File: src/rtl/branch_predictor_pkg.sv
// Shared definitions for the branch predictor: counter encodings, the reset
// counter value and the PC-to-index/tag helpers.
package branch_predictor_pkg;

  localparam int XLEN = 32;

  typedef enum logic [1:0] {
    SNT = 2'b00,
    WNT = 2'b01,
    WT  = 2'b10,
    ST  = 2'b11
  } ctr_t;

  localparam logic [1:0] CTR_RESET = WNT;

  // Word-aligned index; callers truncate to their own index width.
  function automatic logic [XLEN-1:0] idx_of(input logic [XLEN-1:0] pc, input int idx_bits);
    return (pc >> 2) & ((XLEN'(1) << idx_bits) - XLEN'(1));
  endfunction

  function automatic logic [XLEN-1:0] tag_of(input logic [XLEN-1:0] pc, input int idx_bits);
    return pc >> (idx_bits + 2);
  endfunction

endpackage

File: src/rtl/bp_sat_counter.sv
// Next-state logic of a 2-bit saturating direction counter.
module bp_sat_counter
  import branch_predictor_pkg::*;
(
  input  logic [1:0] ctr,
  input  logic       inc,
  input  logic       dec,
  input  logic       force_strong,
  output logic [1:0] nxt
);

  // Saturating step; force_strong wins over inc/dec.
  always_comb begin
    nxt = ctr;
    if (force_strong) begin
      nxt = ST;
    end else if (inc) begin
      nxt = (ctr == ST) ? ST : ctr + 2'b01;
    end else if (dec) begin
      nxt = (ctr == SNT) ? SNT : ctr - 2'b01;
    end else begin
      nxt = ctr;
    end
  end

endmodule

File: src/rtl/branch_predictor.sv
// Direct-mapped BTB with 2-bit BHT: same-cycle fetch prediction, execute-stage
// training, misprediction detection and saturating statistics.
module branch_predictor #(
  parameter int IDX_BITS = 4,
  parameter int XLEN     = 32,
  parameter int CNT_W    = 32
) (
  input  logic             clk,
  input  logic             rst,
  input  logic [XLEN-1:0]  PCF,
  output logic             PredTakenF,
  output logic [XLEN-1:0]  PredTargetF,
  input  logic             UpdateE,
  input  logic             JumpE,
  input  logic             TakenE,
  input  logic [XLEN-1:0]  PCE,
  input  logic [XLEN-1:0]  PCPlus4E,
  input  logic [XLEN-1:0]  PCTargetE,
  input  logic             PredTakenE,
  input  logic [XLEN-1:0]  PredTargetE,
  output logic             MispredictE,
  output logic [XLEN-1:0]  PCRedirectE,
  output logic [CNT_W-1:0] BranchCount,
  output logic [CNT_W-1:0] MissCount
);
  import branch_predictor_pkg::*;

  localparam int DEPTH = 2 ** IDX_BITS;
  localparam int TAG_W = XLEN - IDX_BITS - 2;

  logic              valid_r  [DEPTH];
  logic [TAG_W-1:0]  tag_r    [DEPTH];
  logic [XLEN-1:0]   target_r [DEPTH];
  logic [1:0]        ctr_r    [DEPTH];
  logic [CNT_W-1:0]  branch_count_r;
  logic [CNT_W-1:0]  miss_count_r;

  logic [IDX_BITS-1:0] f_idx_s;
  logic [TAG_W-1:0]    f_tag_s;
  logic                f_hit_s;
  logic [IDX_BITS-1:0] e_idx_s;
  logic [TAG_W-1:0]    e_tag_s;
  logic                e_hit_s;
  logic [1:0]          e_ctr_base_s;
  logic [1:0]          e_ctr_nxt_s;
  logic                mispredict_s;

  assign f_idx_s = IDX_BITS'(idx_of(PCF, IDX_BITS));
  assign f_tag_s = TAG_W'(tag_of(PCF, IDX_BITS));
  assign e_idx_s = IDX_BITS'(idx_of(PCE, IDX_BITS));
  assign e_tag_s = TAG_W'(tag_of(PCE, IDX_BITS));

  // Fetch lookup reads the table registers only, so same-index updates show next cycle.
  always_comb begin
    f_hit_s    = valid_r[f_idx_s] && (tag_r[f_idx_s] == f_tag_s);
    PredTakenF = f_hit_s && ctr_r[f_idx_s][1];
    if (PredTakenF) begin
      PredTargetF = target_r[f_idx_s];
    end else begin
      PredTargetF = PCF + XLEN'(4);
    end
  end

  // Resolution check against what fetch predicted.
  always_comb begin
    mispredict_s = UpdateE &&
                   ((TakenE != PredTakenE) ||
                    (TakenE && PredTakenE && (PredTargetE != PCTargetE)));
    if (TakenE) begin
      PCRedirectE = PCTargetE;
    end else begin
      PCRedirectE = PCPlus4E;
    end
  end

  assign MispredictE = mispredict_s;

  // A replaced or empty entry trains as if from WNT, so a taken allocation lands on WT.
  assign e_hit_s      = valid_r[e_idx_s] && (tag_r[e_idx_s] == e_tag_s);
  assign e_ctr_base_s = e_hit_s ? ctr_r[e_idx_s] : CTR_RESET;

  bp_sat_counter u_sat_counter (
    .ctr          (e_ctr_base_s),
    .inc          (TakenE & ~JumpE),
    .dec          (~TakenE),
    .force_strong (TakenE & JumpE),
    .nxt          (e_ctr_nxt_s)
  );

  // Table training from the execute stage.
  always_ff @(posedge clk or negedge rst) begin
    if (!rst) begin
      for (int i = 0; i < DEPTH; i++) begin
        valid_r[i]  <= 1'b0;
        tag_r[i]    <= '0;
        target_r[i] <= '0;
        ctr_r[i]    <= CTR_RESET;
      end
    end else if (UpdateE) begin
      if (TakenE) begin
        valid_r[e_idx_s]  <= 1'b1;
        tag_r[e_idx_s]    <= e_tag_s;
        target_r[e_idx_s] <= PCTargetE;
        ctr_r[e_idx_s]    <= e_ctr_nxt_s;
      end else if (e_hit_s) begin
        ctr_r[e_idx_s]    <= e_ctr_nxt_s;
      end
    end
  end

  // Statistics counters hold at all-ones instead of wrapping.
  always_ff @(posedge clk or negedge rst) begin
    if (!rst) begin
      branch_count_r <= '0;
      miss_count_r   <= '0;
    end else begin
      if (UpdateE && (branch_count_r != {CNT_W{1'b1}})) begin
        branch_count_r <= branch_count_r + CNT_W'(1);
      end
      if (mispredict_s && (miss_count_r != {CNT_W{1'b1}})) begin
        miss_count_r <= miss_count_r + CNT_W'(1);
      end
    end
  end

  assign BranchCount = branch_count_r;
  assign MissCount   = miss_count_r;

endmodule

File: config.mk
export PLATFORM = sky130hd
export DESIGN_NAME = branch_predictor
export DESIGN_NICKNAME = d
export VERILOG_FILES = /design/src/rtl/branch_predictor_pkg.sv /design/src/rtl/bp_sat_counter.sv /design/src/rtl/branch_predictor.sv
export SDC_FILE = /design/constraint.sdc
export NUM_CORES = 2
export LEC_CHECK = 0
export CAP_MARGIN = 10
export CORE_ASPECT_RATIO = 1.5
export CORE_MARGIN = 3
export CORE_UTILIZATION = 50
export CTS_CLUSTER_DIAMETER = 100
export DETAILED_ROUTE_END_ITERATION = 12
export PLACE_DENSITY = 0.76
export SYNTH_ARGS = -nofsm -noshare
export SYNTH_HDL_FRONTEND = slang
export SYNTH_SLANG_ARGS = --single-unit
export TNS_END_PERCENT = 20
File: constraint.sdc
create_clock -name clk -period 7.9 [get_ports clk]
set_input_delay 1.58 -clock clk [delete_from_list [all_inputs] [get_ports clk]]
set_output_delay 1.58 -clock clk [all_outputs]
set_load 0.01 [all_outputs]
# After elaboration in Yosys (flattened, before gate mapping)
# Cells that the tools add are included.
totals:
  register_bits: 1040
  output_inout_bits: 130
  wordCells: 143
classes:
  n_addsub: 5
  magnitude_cmp: 3
  n_eq_ne: 7
  n_mux: 42
  n_bitwise: 6
  n_reduce_logical: 14
op_table:
  columns: ["op", "n"]
  rows:
  - ["$bwmux W512", 1]
  - ["$bwmux W416", 1]
  - ["$mux W32", 7]
  - ["$bmux W26 S4", 2]
  - ["$mux W26", 5]
  - ["$bmux W32 S4", 1]
  - ["$demux W32 S4", 1]
  - ["$demux W26 S4", 1]
  - ["$add A32 B1 Y32 const B", 2]
  - ["$ne A32 B32 Y1 const B", 2]
  - ["$eq A26 B26 Y1", 2]
  - ["$add A32 B3 Y32 const B", 1]
  - ["$bwmux W32", 1]
  - ["$ne A32 B32 Y1", 1]
  - ["$mux W2", 11]
  - ["$bmux W2 S4", 2]
  - ["$or A16 B16 Y16", 1]
  - ["$ge A5 B5 Y1 const B", 2]
  - ["$not A4 Y5", 2]
  - ["$logic_and A1 B1 Y1", 9]
  - ["$bmux W1 S4", 2]
  - ["$demux W2 S4", 1]
  - ["$lt A5 B1 Y1 const B", 1]
  - ["$mux W1", 5]
  - ["11 further kinds", 13]

# Longest topological paths before layout
logic_depth:
  word_depth: 15
  depth_mapped: 14

# Hierarchy
# A second synthesis with hierarchy kept.
unflattened:
  hier_cells: 3626
  area_unflattened_um2: 53113.4
modules_own_cells:
  columns: ["mod", "n_inst", "cells_per_inst", "area_each_um2", "seq_area_each_um2"]
  rows:
  - ["branch_predictor", 1, 3618, 53065.9, 26045.0]
  - ["bp_sat_counter", 1, 8, 47.5, 0.0]

# Worst setup path before layout
# No wires, ideal clock.
synth_path:
  path_kind: "input-to-output"
  startpoint: "input PCF[2]"
  endpoint: "output PredTargetF[22]"
  arrival_time_ns: 4.563
  required_ns: 6.320
  path_slack_ns: 1.757
  stages: 12
  path_buffers: 5
  path_cell_list: "buf_6 -> buf_4 -> buf_2 -> clkbuf_1 -> mux4_2 -> a211oi_1 -> a21oi_1 -> xnor2_1 -> nand4_1 -> nor3_4 -> buf_6 -> mux2_1"
synth_between:
  elab_chain_cells: 8
  word_cells_on_any_way: 18
synth_rtl:
  columns: ["element", "line_no", "rtl"]
  rows:
  - ["from (decl)", "branch_predictor.sv:10", "input logic [XLEN-1:0] PCF,"]
  - ["$not A4 Y5 (implied by the code)", "branch_predictor.sv:55, branch_predictor.sv:56, branch_predictor.sv:58", null]
  - ["$bmux W26 S4", "branch_predictor.sv:55", "f_hit_s = valid_r[f_idx_s] && (tag_r[f_idx_s] == f_tag_s);"]
  - ["$mux W26 (implied by the code) (2 in a row)", "branch_predictor.sv:55", null]
  - ["$eq A26 B26 Y1", "branch_predictor.sv:55", null]
  - ["$logic_and A1 B1 Y1", "branch_predictor.sv:55", null]
  - ["$logic_and A1 B1 Y1", "branch_predictor.sv:56", "PredTakenF = f_hit_s && ctr_r[f_idx_s][1];"]
  - ["$mux W32 (*)", "branch_predictor.sv:57", "if (PredTakenF) begin"]
  - ["to (decl)", "branch_predictor.sv:12", "output logic [XLEN-1:0] PredTargetF,"]
# Every way passes the cells marked *; elsewhere a longest branch is shown, timed or not. The select of a mux whose other input is x is not followed.

# Worst setup path after layout
layout_path:
  startpoint: "input PCF[2]"
  endpoint: "output PredTargetF[2]"
# The elaborated chain is that of the path after synthesis.

==> results by group <==
Synthesis
  • Top cells by area, synth: dfrtp_1 48%, mux2_2 21%, mux4_2 16%
  • Post-synth EDFFs: 0
  • Post-synth top area share: 48.4%
  • Cell with the most instances after synthesis: dfrtp_1
  • Cells after synthesis: 3568
  • Ys async rst share: 100%
  • Register area share after synthesis: 49.2%
  • YS warnings: 0
  • Avg Synthesized Cell Area: 14.8 µm²
  • Syn nets: 3738
  • Netlist cell types: 68
  • Seq cells post-synth: 1040
  • Synth Flop Type: dfrtp_1
  • Synth cell count leaders: 1024 x dfrtp_1, 1010 x mux2_2, 367 x mux4_2
  • Mapped cell area: 52900 µm²
  • Area leader, netlist: dfrtp_1

GRT
  • Largest net degree at the start of global routing: 186
  • Initial antenna violation count: 14
  • GRT Total Usage: 27.4%
  • First-pass GRT wire length: 226 mm
  • Vias in the first global route: 34891
  • GRT overflow: 0

Drt
  • DRT Wirelength: 150 mm
  • DR WL met2: 74.5 mm
  • Routed length on met3: 9.79 mm
  • Detail Route Antenna Nets: 0
  • Post-route DRC violation count: 0
  • Total number of vias: 32892
  • Max layer used: met5
  • Vias per cell: 6.34
  • DR WL/cell: 28.9 µm
  • Wl on met1: 58.1 mm
  • Drt initial violations: 2488
  • First-pass iteration count of the detailed router: 5

STA
  • Tightest Pin Transition: 1150 ps
  • Tcrit/Tclk final: 91.9%
  • Final setup fails: 0
  • RSZ-0062 raised after global routing: false
  • Setup TNS Final: 0 ps
  • Final Critical Period: 7260 ps
  • Hold WS: 492 ps
  • Max-slew violation count: 0
  • Slew Limit Headroom: 23.1%
  • Final Skew: 51.3 ps
  • Max Fclk: 138 MHz
  • Final worst slack: 637 ps
  • Final Hold Viols: 0

CTS
  • CTS max path bufs: 3
  • Gates resized, CTS repair: 0
  • H-tree depth: 3
  • Root buf cell: clkbuf_16
  • Num Clock Sinks: 1040
  • Clock Latency Late Sink: 710 ps
  • Worst-path clk slew: 60 ps
  • CTS tree: done
  • Post-CTS Hold Fix Bufs: 0
  • TritonCTS Buffers: 97
  • Setup Fix Bufs, Post-CTS: 0

Die
  • Die area: 110000 µm²
  • # IOs: 296
  • Rows: 145
  • Initial Util: 50.6%
  • Die Width: 272 µm
  • Die H: 404 µm
  • Core area: 105000 µm²

Placement
  • Placed insts: 5007
  • Place WS: 639 ps
  • Post-detail-place hpwl: 94.6 mm
  • Placed cell areas: 57000 µm²
  • Input/output buffers: 293
  • Gpl congestion: 0.857

Min path
  • Hold depth: 1
  • Hold Path Class: flop to flop
  • WHS Endpoint: MissCount[19]
  • Worst hold start: MissCount[19]

Critical path
  • RR Endpoint: ctr_r[13]
  • Critical path required time: 6320 ps
  • Flop-to-flop setup slack: 3790 ps
  • CP Class: input port to output pin
  • Launching element type of the critical path: input port
  • Crit. End Element: output pin
  • Crit path DAT: 5680 ps
  • Max FO, Critical Path: 33
  • Reg2reg start: tag_r[140]
  • FF-to-FF path depth: 9

Run status
  • Status: finished clean

Cells and area
  • Fin cells: 5191
  • Post-Layout Inst Area: 60500 µm²
  • Share of cells above drive strength 1: 44.9%
  • Fin util: 57.9%
  • Area Overhead vs Synth: 14.4%
  • Nets: 3880

Power
  • Worst vdd ir: 0.174 mV
  • Leakage Power: 25.8 nW
  • Pwr/cell area: 250 nW/µm²
  • Overall power: 15.1 mW

Job
  • Maxcap violations: 0
-- cell usage in the layout, fill, tap and decap left out, drive strengths merged, types with 16 or more instances in the layout --
cell | netlist | final
and3 | 19 | 19
a211oi | 21 | 21
mux4 | 367 | 367
o21ai | 33 | 33
nand4 | 34 | 34
a21oi | 25 | 25
dfstp | 16 | 16
nor4 | 22 | 22
clkdlybuf4s50 | 0 | 284
clkbuf | 226 | 130
xnor2 | 98 | 98
inv | 20 | 26
mux2i | 82 | 82
xor2 | 80 | 80
buf | 112 | 97
nor2b | 25 | 25
nand2 | 75 | 75
nor3 | 20 | 20
nand3 | 52 | 52
dfrtp | 1024 | 1024
bufinv | 0 | 16
mux2 | 1035 | 1035
nor2 | 69 | 69
clkinv | 2 | 24
-- registers in the layout (all words and copies together), names as in the netlist --
register / count
MissCount: 32
valid_r: 16
target_r: 512
BranchCount: 32
tag_r: 416
ctr_r: 32
-- logic make-up (layout without fill, tap and decap cells) --
group | Yosys count | count (layout) | share of synthesized area [%]
buffers and inverters | 360 | 583 | 3.01
AOI/OAI and AO/OA | 138 | 138 | 1.81
other | 0 | 4 | 0
adders and majority gates | 5 | 5 | 0.114
DFF | 1040 | 1040 | 49.2
and+or+nand+nor | 363 | 363 | 3.68
xor gates and xnor gates | 178 | 178 | 2.95
muxes | 1484 | 1484 | 39.2
-- report_power, final --
| group | leakage, nW | switching (mW) | internal (mW) |
|---|---|---|---|
| sequential | 13.3 | 0.658 | 6.33 |
| combinational | 10.8 | 1.20 | 1.78 |
| clock | 1.72 | 2.16 | 3.00 |
-- worst max-delay path: stages --
cell,delay [ps]
buf_8,310
buf_4,290
mux4_2,520
mux4_2,600
xnor2_1,240
nand2_1,90
nor4bb_1,280
nand4_1,210
nor3_4,220
buf_4,350
mux2i_1,290
clkdlybuf4s50_1,610
-- worst max path at each step --
| stage | from | to | cells past startpoint |
|---|---|---|---|
| floorplan | PCF[2] | PredTargetF[22] | 12 |
| global placement | PCF[2] | PredTargetF[31] | 12 |
| detailed placement | PCF[2] | PredTargetF[2] | 13 |
| CTS | PCF[2] | PredTargetF[2] | 13 |
| global route | PCF[2] | PredTargetF[2] | 13 |
| finish | PCF[2] | PredTargetF[2] | 12 |
-- final cells by class --
| class | instances | area, µm² |
|---|---|---|
| fillers | 8199 | 44000 |
| flip-flops and latches | 1040 | 26000 |
| multi-input cells | 2168 | 25400 |
| repair buffers | 381 | 3760 |
| clock buffers | 130 | 2760 |
| well taps | 1396 | 1750 |
| clock inverters | 50 | 754 |
| inverters | 22 | 85.1 |
| diodes | 4 | 10.0 |
-- routing by layer --
layer  vias up  GRT usage [%]
met4        12           12.4
met5         -              0
met2      1235           46.1
met3       372           5.75
met1     17688           34.3
li1      13585              -
Power figures use the tool's default switching activity.
